==> config.mk <==
export PLATFORM = sky130hd
export DESIGN_NAME = audio_buffer_writer_flat
export DESIGN_NICKNAME = d
export VERILOG_FILES = /design/src/rtl/audio_buffer_writer_pkg.sv /design/src/rtl/audio_buffer_writer_if.sv /design/src/rtl/audio_buffer_writer.sv /design/src/flat_wrapper.sv
export SDC_FILE = /design/constraint.sdc
export NUM_CORES = 1
export LEC_CHECK = 0
export ABC_AREA = 0
export BUFFER_PORTS_ARGS = -buffer_cell sky130_fd_sc_hd__clkbuf_2
export CORE_MARGIN = 2
export CORE_UTILIZATION = 50
export CTS_CLUSTER_SIZE = 30
export DETAILED_ROUTE_END_ITERATION = 8
export GPL_ROUTABILITY_DRIVEN = 0
export PLACE_DENSITY = 0.77
export SYNTH_ARGS = -nofsm -noshare
export SYNTH_HDL_FRONTEND = slang
export SYNTH_SLANG_ARGS = --single-unit
==> constraint.sdc <==
create_clock -name clk -period 2.5 [get_ports clk]
set_input_delay 0.125 -clock clk [delete_from_list [all_inputs] [get_ports clk]]
set_output_delay 0.125 -clock clk [all_outputs]
set_load 0.02 [all_outputs]
==> src/rtl/audio_buffer_writer_pkg.sv <==
// Shared constants and types for the audio double-buffer path
// (writer, codec interface and RAM wrapper).
package audio_buffer_writer_pkg;

    localparam int BUFFER_ADDR_BITS_DEF = 10;
    localparam int DATA_BITS_DEF        = 8;
    localparam int UNDERRUN_CNT_BITS    = 16;

    typedef enum logic [1:0] {
        FILL,
        FULL,
        ACK,
        SWAP
    } state_t;

endpackage

==> src/rtl/audio_buffer_writer_if.sv <==
// Sample stream handshake into the audio buffer writer.
// The master drives data/valid, the slave returns ready.
interface audio_buffer_writer_if
    import audio_buffer_writer_pkg::*;
#(
    parameter int DATA_BITS = DATA_BITS_DEF
);
    logic [DATA_BITS-1:0] smp_data_i;
    logic                 smp_valid_i;
    logic                 smp_ready_o;

    modport master (
        output smp_data_i,
        output smp_valid_i,
        input  smp_ready_o
    );

    modport slave (
        input  smp_data_i,
        input  smp_valid_i,
        output smp_ready_o
    );
endinterface

==> src/rtl/audio_buffer_writer.sv <==
// Producer side of the audio double buffer: fills the idle RAM half and
// runs the swap handshake. Optional: AUDIO_BUFFER_UNDERRUN_CNT_EN.
module audio_buffer_writer
    import audio_buffer_writer_pkg::*;
#(
    parameter int BUFFER_ADDR_BITS = BUFFER_ADDR_BITS_DEF,
    parameter int DATA_BITS        = DATA_BITS_DEF
) (
    input  logic                      clk,
    input  logic                      rst,
    audio_buffer_writer_if.slave      smp,
    output logic [BUFFER_ADDR_BITS:0] ram_wr_addr_o,
    output logic [DATA_BITS-1:0]      ram_wr_data_o,
    output logic                      ram_wren_o,
    input  logic                      buffer_sel_i,
    input  logic                      buffer_empty_i,
    output logic                      buffer_filled_o,
    output logic                      buffer_empty_ack_o,
    output logic                      protocol_err_o
`ifdef AUDIO_BUFFER_UNDERRUN_CNT_EN
    ,
    output logic [UNDERRUN_CNT_BITS-1:0] underrun_count_o
`endif
);

    state_t                      state;
    state_t                      state_nxt;
    logic                        target;
    logic [BUFFER_ADDR_BITS-1:0] offset;
    logic                        ready;
    logic                        accept;
    logic                        last;
    logic                        sel_err;
    logic                        swap_done;

    assign accept = smp.smp_valid_i & ready;
    assign last   = accept & (offset == '1);

    // Codec toggling while we own the half we are filling is a protocol error
    assign sel_err   = ((state == FILL) | (state == FULL)) & (buffer_sel_i == target);
    assign swap_done = (state == SWAP) & (buffer_sel_i == target);

    always_ff @(posedge clk) begin
        if (rst) begin
            state <= FILL;
        end else begin
            state <= state_nxt;
        end
    end

    always_comb begin
        state_nxt = state;
        unique case (state)
            FILL: begin
                if (sel_err) begin
                    state_nxt = FILL;
                end else if (last) begin
                    state_nxt = FULL;
                end
            end
            FULL: begin
                if (sel_err) begin
                    state_nxt = FILL;
                end else if (buffer_empty_i) begin
                    state_nxt = ACK;
                end
            end
            ACK: begin
                state_nxt = SWAP;
            end
            SWAP: begin
                if (swap_done) begin
                    state_nxt = FILL;
                end
            end
            default: begin
                state_nxt = FILL;
            end
        endcase
    end

    always_comb begin
        ready              = 1'b0;
        buffer_filled_o    = 1'b0;
        buffer_empty_ack_o = 1'b0;
        unique case (state)
            FILL:    ready              = ~rst;
            FULL:    buffer_filled_o    = 1'b1;
            ACK:     buffer_empty_ack_o = 1'b1;
            SWAP:    ready              = 1'b0;
            default: ready              = 1'b0;
        endcase
    end

    assign smp.smp_ready_o = ready;

    // The write taken on an error edge still lands in the old half
    always_ff @(posedge clk) begin
        if (rst) begin
            target         <= ~buffer_sel_i;
            offset         <= '0;
            ram_wren_o     <= 1'b0;
            ram_wr_addr_o  <= '0;
            ram_wr_data_o  <= '0;
            protocol_err_o <= 1'b0;
        end else begin
            ram_wren_o     <= accept;
            protocol_err_o <= sel_err;
            if (accept) begin
                ram_wr_addr_o <= {target, offset};
                ram_wr_data_o <= smp.smp_data_i;
            end
            if (sel_err | swap_done) begin
                target <= ~buffer_sel_i;
                offset <= '0;
            end else if (accept) begin
                offset <= offset + 1'b1;
            end
        end
    end

`ifdef AUDIO_BUFFER_UNDERRUN_CNT_EN
    logic empty_q;

    always_ff @(posedge clk) begin
        if (rst) begin
            empty_q          <= 1'b0;
            underrun_count_o <= '0;
        end else begin
            empty_q <= buffer_empty_i;
            if ((state == FILL) & buffer_empty_i & ~empty_q
                & (underrun_count_o != '1)) begin
                underrun_count_o <= underrun_count_o + 1'b1;
            end
        end
    end
`endif

endmodule

==> src/flat_wrapper.sv <==
// flat-port wrapper written by rule: the top's interface ports become plain ports
module audio_buffer_writer_flat import audio_buffer_writer_pkg::*;
#(
    parameter int BUFFER_ADDR_BITS = BUFFER_ADDR_BITS_DEF,
    parameter int DATA_BITS        = DATA_BITS_DEF
)
  (clk, rst, ram_wr_addr_o, ram_wr_data_o, ram_wren_o, buffer_sel_i, buffer_empty_i, buffer_filled_o, buffer_empty_ack_o, protocol_err_o, smp_smp_data_i, smp_smp_valid_i, smp_smp_ready_o);
  audio_buffer_writer_if #(.DATA_BITS(DATA_BITS)) smp_i ();
  input  logic clk;
  input  logic rst;
  output logic [BUFFER_ADDR_BITS:0] ram_wr_addr_o;
  output logic [DATA_BITS-1:0] ram_wr_data_o;
  output logic ram_wren_o;
  input  logic buffer_sel_i;
  input  logic buffer_empty_i;
  output logic buffer_filled_o;
  output logic buffer_empty_ack_o;
  output logic protocol_err_o;
  input wire logic [$bits(smp_i.smp_data_i)-1:0] smp_smp_data_i;
  input wire logic [$bits(smp_i.smp_valid_i)-1:0] smp_smp_valid_i;
  output wire logic [$bits(smp_i.smp_ready_o)-1:0] smp_smp_ready_o;
  assign smp_i.smp_data_i = smp_smp_data_i;
  assign smp_i.smp_valid_i = smp_smp_valid_i;
  assign smp_smp_ready_o = smp_i.smp_ready_o;
  audio_buffer_writer #(.BUFFER_ADDR_BITS(BUFFER_ADDR_BITS), .DATA_BITS(DATA_BITS)) u_core (.clk(clk), .rst(rst), .smp(smp_i), .ram_wr_addr_o(ram_wr_addr_o), .ram_wr_data_o(ram_wr_data_o), .ram_wren_o(ram_wren_o), .buffer_sel_i(buffer_sel_i), .buffer_empty_i(buffer_empty_i), .buffer_filled_o(buffer_filled_o), .buffer_empty_ack_o(buffer_empty_ack_o), .protocol_err_o(protocol_err_o));
endmodule
==> flow_metrics.tcl <==
set metrics [dict create \
    fin_ws_ns 0.437 \
    fin_tns_setup_ns 0 \
    synth_top_area_share_pct 50.0 \
    synth_most_common_cell "nand2_1" \
    startpoint_type "flop" \
    boundaryPins 37 \
    period_share_pct 82.5 \
    timing_hold_violations_final 0 \
    critPathMaxFanout 14 \
    vias 1163 \
    slew_viol_final 0 \
    yosys-top-cells-count "nand2_1 (42), dfxtp_1 (33), nand3b_1 (15)" \
    p_int_uw 812 \
    initial_core_util_pct 52.9 \
    required_ns 2.76 \
    drc_errors 0 \
    yosys-top-cells-area "dfxtp_1 (50%), nand2_1 (12%), nand3b_1 (8.5%)" \
    seqPwrFrac_pct 53.2 \
    outcome "finished clean" \
    avgSynthCellArea_um2 8.64 \
    p_sw_share_pct 24.1 \
    ys_types 29 \
    synthFlopType "dfxtp_1" \
    crit_start "u_core.state[0]" \
    numCtsBuffers 5 \
    hp-class "in -> reg" \
    synth_area_leader_cell "dfxtp_1" \
    fillers 204 \
    pre_cts_ws_ns 0.462 \
    yosysWarnings 0 \
    reg2reg_from "u_core.state[0]" \
    min_from "buffer_sel_i" \
    ys_seq_area_share_pct 52.3 \
    grt_max_degree 25 \
    relSlewSlack_pct 69.8 \
    endpoint_kind "flop" \
    hpwl_um 1880 \
    synthArstFlopShare_pct 0 \
    fin_crit_ns 2.06 \
    syn-instance-count 153 \
    rr_worst_depth 4 \
    power_mw 1.07 \
    maxCapViolCount 0 \
    cts_max_level 2 \
    area_delta_synth_final_pct 28.0 \
    timing.hold.ws_ns 0.0336 \
    ys_ff_latch 34 \
    antenna_found_initial 0 \
    power.density_nw_per_um2 633 \
    synth_area_um2 1320 \
    cp-endpoint "u_core.offset[9]" \
    grt_overflow 0 \
    setup_viol 0 \
    dpl_cell_area_um2 1530 \
    worst_slew_pin_slew_ns 0.453 \
    insertion_delay_ns 0.32 \
    ir_worst_vdd_mv 0.553 \
    p_leak_nw 0.772 \
    die-area_um2 3070 \
    clockRootBuffer "clkbuf_4" \
    nets 213 \
    finalClockSkew_ns 0.00186 \
    netSwitchingPower_uw 258 \
    power_frac_comb_pct 9.4 \
    max_clock_freq_mhz 485 \
    drt_iter0_drc 18 \
    first_global_vias 1125 \
    grt.total_usage_pct 19.6 \
    reg2reg_slack_ns 0.44 \
    clk_pin_slew_ns 0.11 \
    firstDrtPassIters 4 \
    die_h_um 55.4 \
    wire_per_inst_um 12.3 \
    fp-row-count 18 \
    cts_sinks 34 \
    final_area_um2 1690 \
    drt-total-wl_um 2830 \
    drive_gt1_share_pct 24.0 \
    worst-setup-path-type "reg -> reg" \
    grt_setup_unrepaired "false" \
    cts_tree "yes" \
    core_area_um2 2500 \
    post_cts_resize_count 0 \
    ant_nets 0 \
    syn_nets 167 \
    synth_edf_count 1 \
    cp.arrival_ns 2.33 \
    grt_pass1_wl_um 4880 \
    clkPwrFrac_pct 37.4 \
    via_per_inst 5.06 \
    die_w_um 55.4 \
    r2r-end "u_core.offset[9]" \
    numPortBuffers 36 \
    diodes 0 \
    clock_path_buffers 2 \
]
==> layer usage <==
layer  wire (um)  share of wire [%]  GRT usage [%]  vias to the layer above
met5           0                  0              0                        -
met2        1340                 47           34.0                       39
met1        1310                 46           23.9                      526
li1            -                  -              -                      594
met4          23               0.81           6.62                        0
met3         147                5.2           4.45                        4
==> flip-flops by register name (all words and copies together) (netlist names), named ones only <==
register               count
u_core.offset             10
u_core.protocol_err_o      1
u_core.state               1
u_core.target              1
u_core.ram_wr_addr_o      11
u_core.ram_wren_o          1
u_core.ram_wr_data_o       8
==> worst min path at each step <==
stage	endpoint	slack, ns	cells after the start
after floorplan	u_core.ram_wr_data_o[0]	0.22	2
after global placement	u_core.ram_wr_data_o[1]	0.31	3
after detailed placement	u_core.ram_wr_data_o[4]	0.32	3
after CTS	u_core.target	0.03	2
after global routing	u_core.target	0.04	2
final	u_core.target	0.03	2
==> layout make-up <==
type,instances,area (um2),share of cell area [%]
clock buffer,5,37.5,2.22
clock inverter,3,43.8,2.59
inverter,3,11.3,0.666
multi-input combinational,108,588,34.8
sequential,34,691,40.8
tap,30,37.5,2.22
timing repair buffer,47,283,16.7
==> worst max-delay path, stage by stage (launching register included) <==
cell,delay [ns]
dfxtp_1,0.39
or4b_1,0.78
or2_1,0.35
or3_1,0.34
a21oi_1,0.14
==> cells by family after synthesis <==
kind of cell	Yosys count	synth area share, %
compound gates	12	4.73
flops	34	52.3
simple gates	86	32.9
fa+ha+maj	1	0.947
xor+xnor	9	5.97
buf+inv	11	3.22
==> power by group through the flow <==
stage,Clock [mW],Combinational (mW),Sequential [mW]
6_report,0.401,0.100,0.569
5_1_grt,0.421,0.110,0.571
4_1_cts,0.407,0.101,0.569
3_5_place_dp,0,0.0904,0.581
3_3_place_gp,0,0.0885,0.580
2_1_floorplan,0,0.0405,0.596
==> layout by cell type (no fill, tap or decap), types with 4 or more instances in the layout <==
| cell | synthesis | final |
|---|---|---|
| dfxtp_1 | 33 | 33 |
| clkbuf_4 | 0 | 5 |
| nand2_1 | 42 | 42 |
| dlygate4sd3_1 | 0 | 8 |
| a21oi_1 | 8 | 8 |
| nor2_1 | 8 | 8 |
| xnor2_1 | 4 | 4 |
| xor2_1 | 5 | 5 |
| clkbuf_2 | 0 | 36 |
| nand3_1 | 5 | 5 |
| nand3b_1 | 15 | 15 |
==> repair_timing <==
item,in CTS,in global routing
endpoints found under the hold margin,8,0
hold buffers,8,0
setup endpoints to repair,0,0
buffers inserted,0,0
==> through the flow <==
step                      std cells  util, %
final                           230     67.7
after global routing            230     67.7
after CTS                       230     67.7
after detailed placement        214     61.2
after global placement          214     61.2
after floorplan                 153        -
Note: power is estimated with default switching activity, not from simulation.
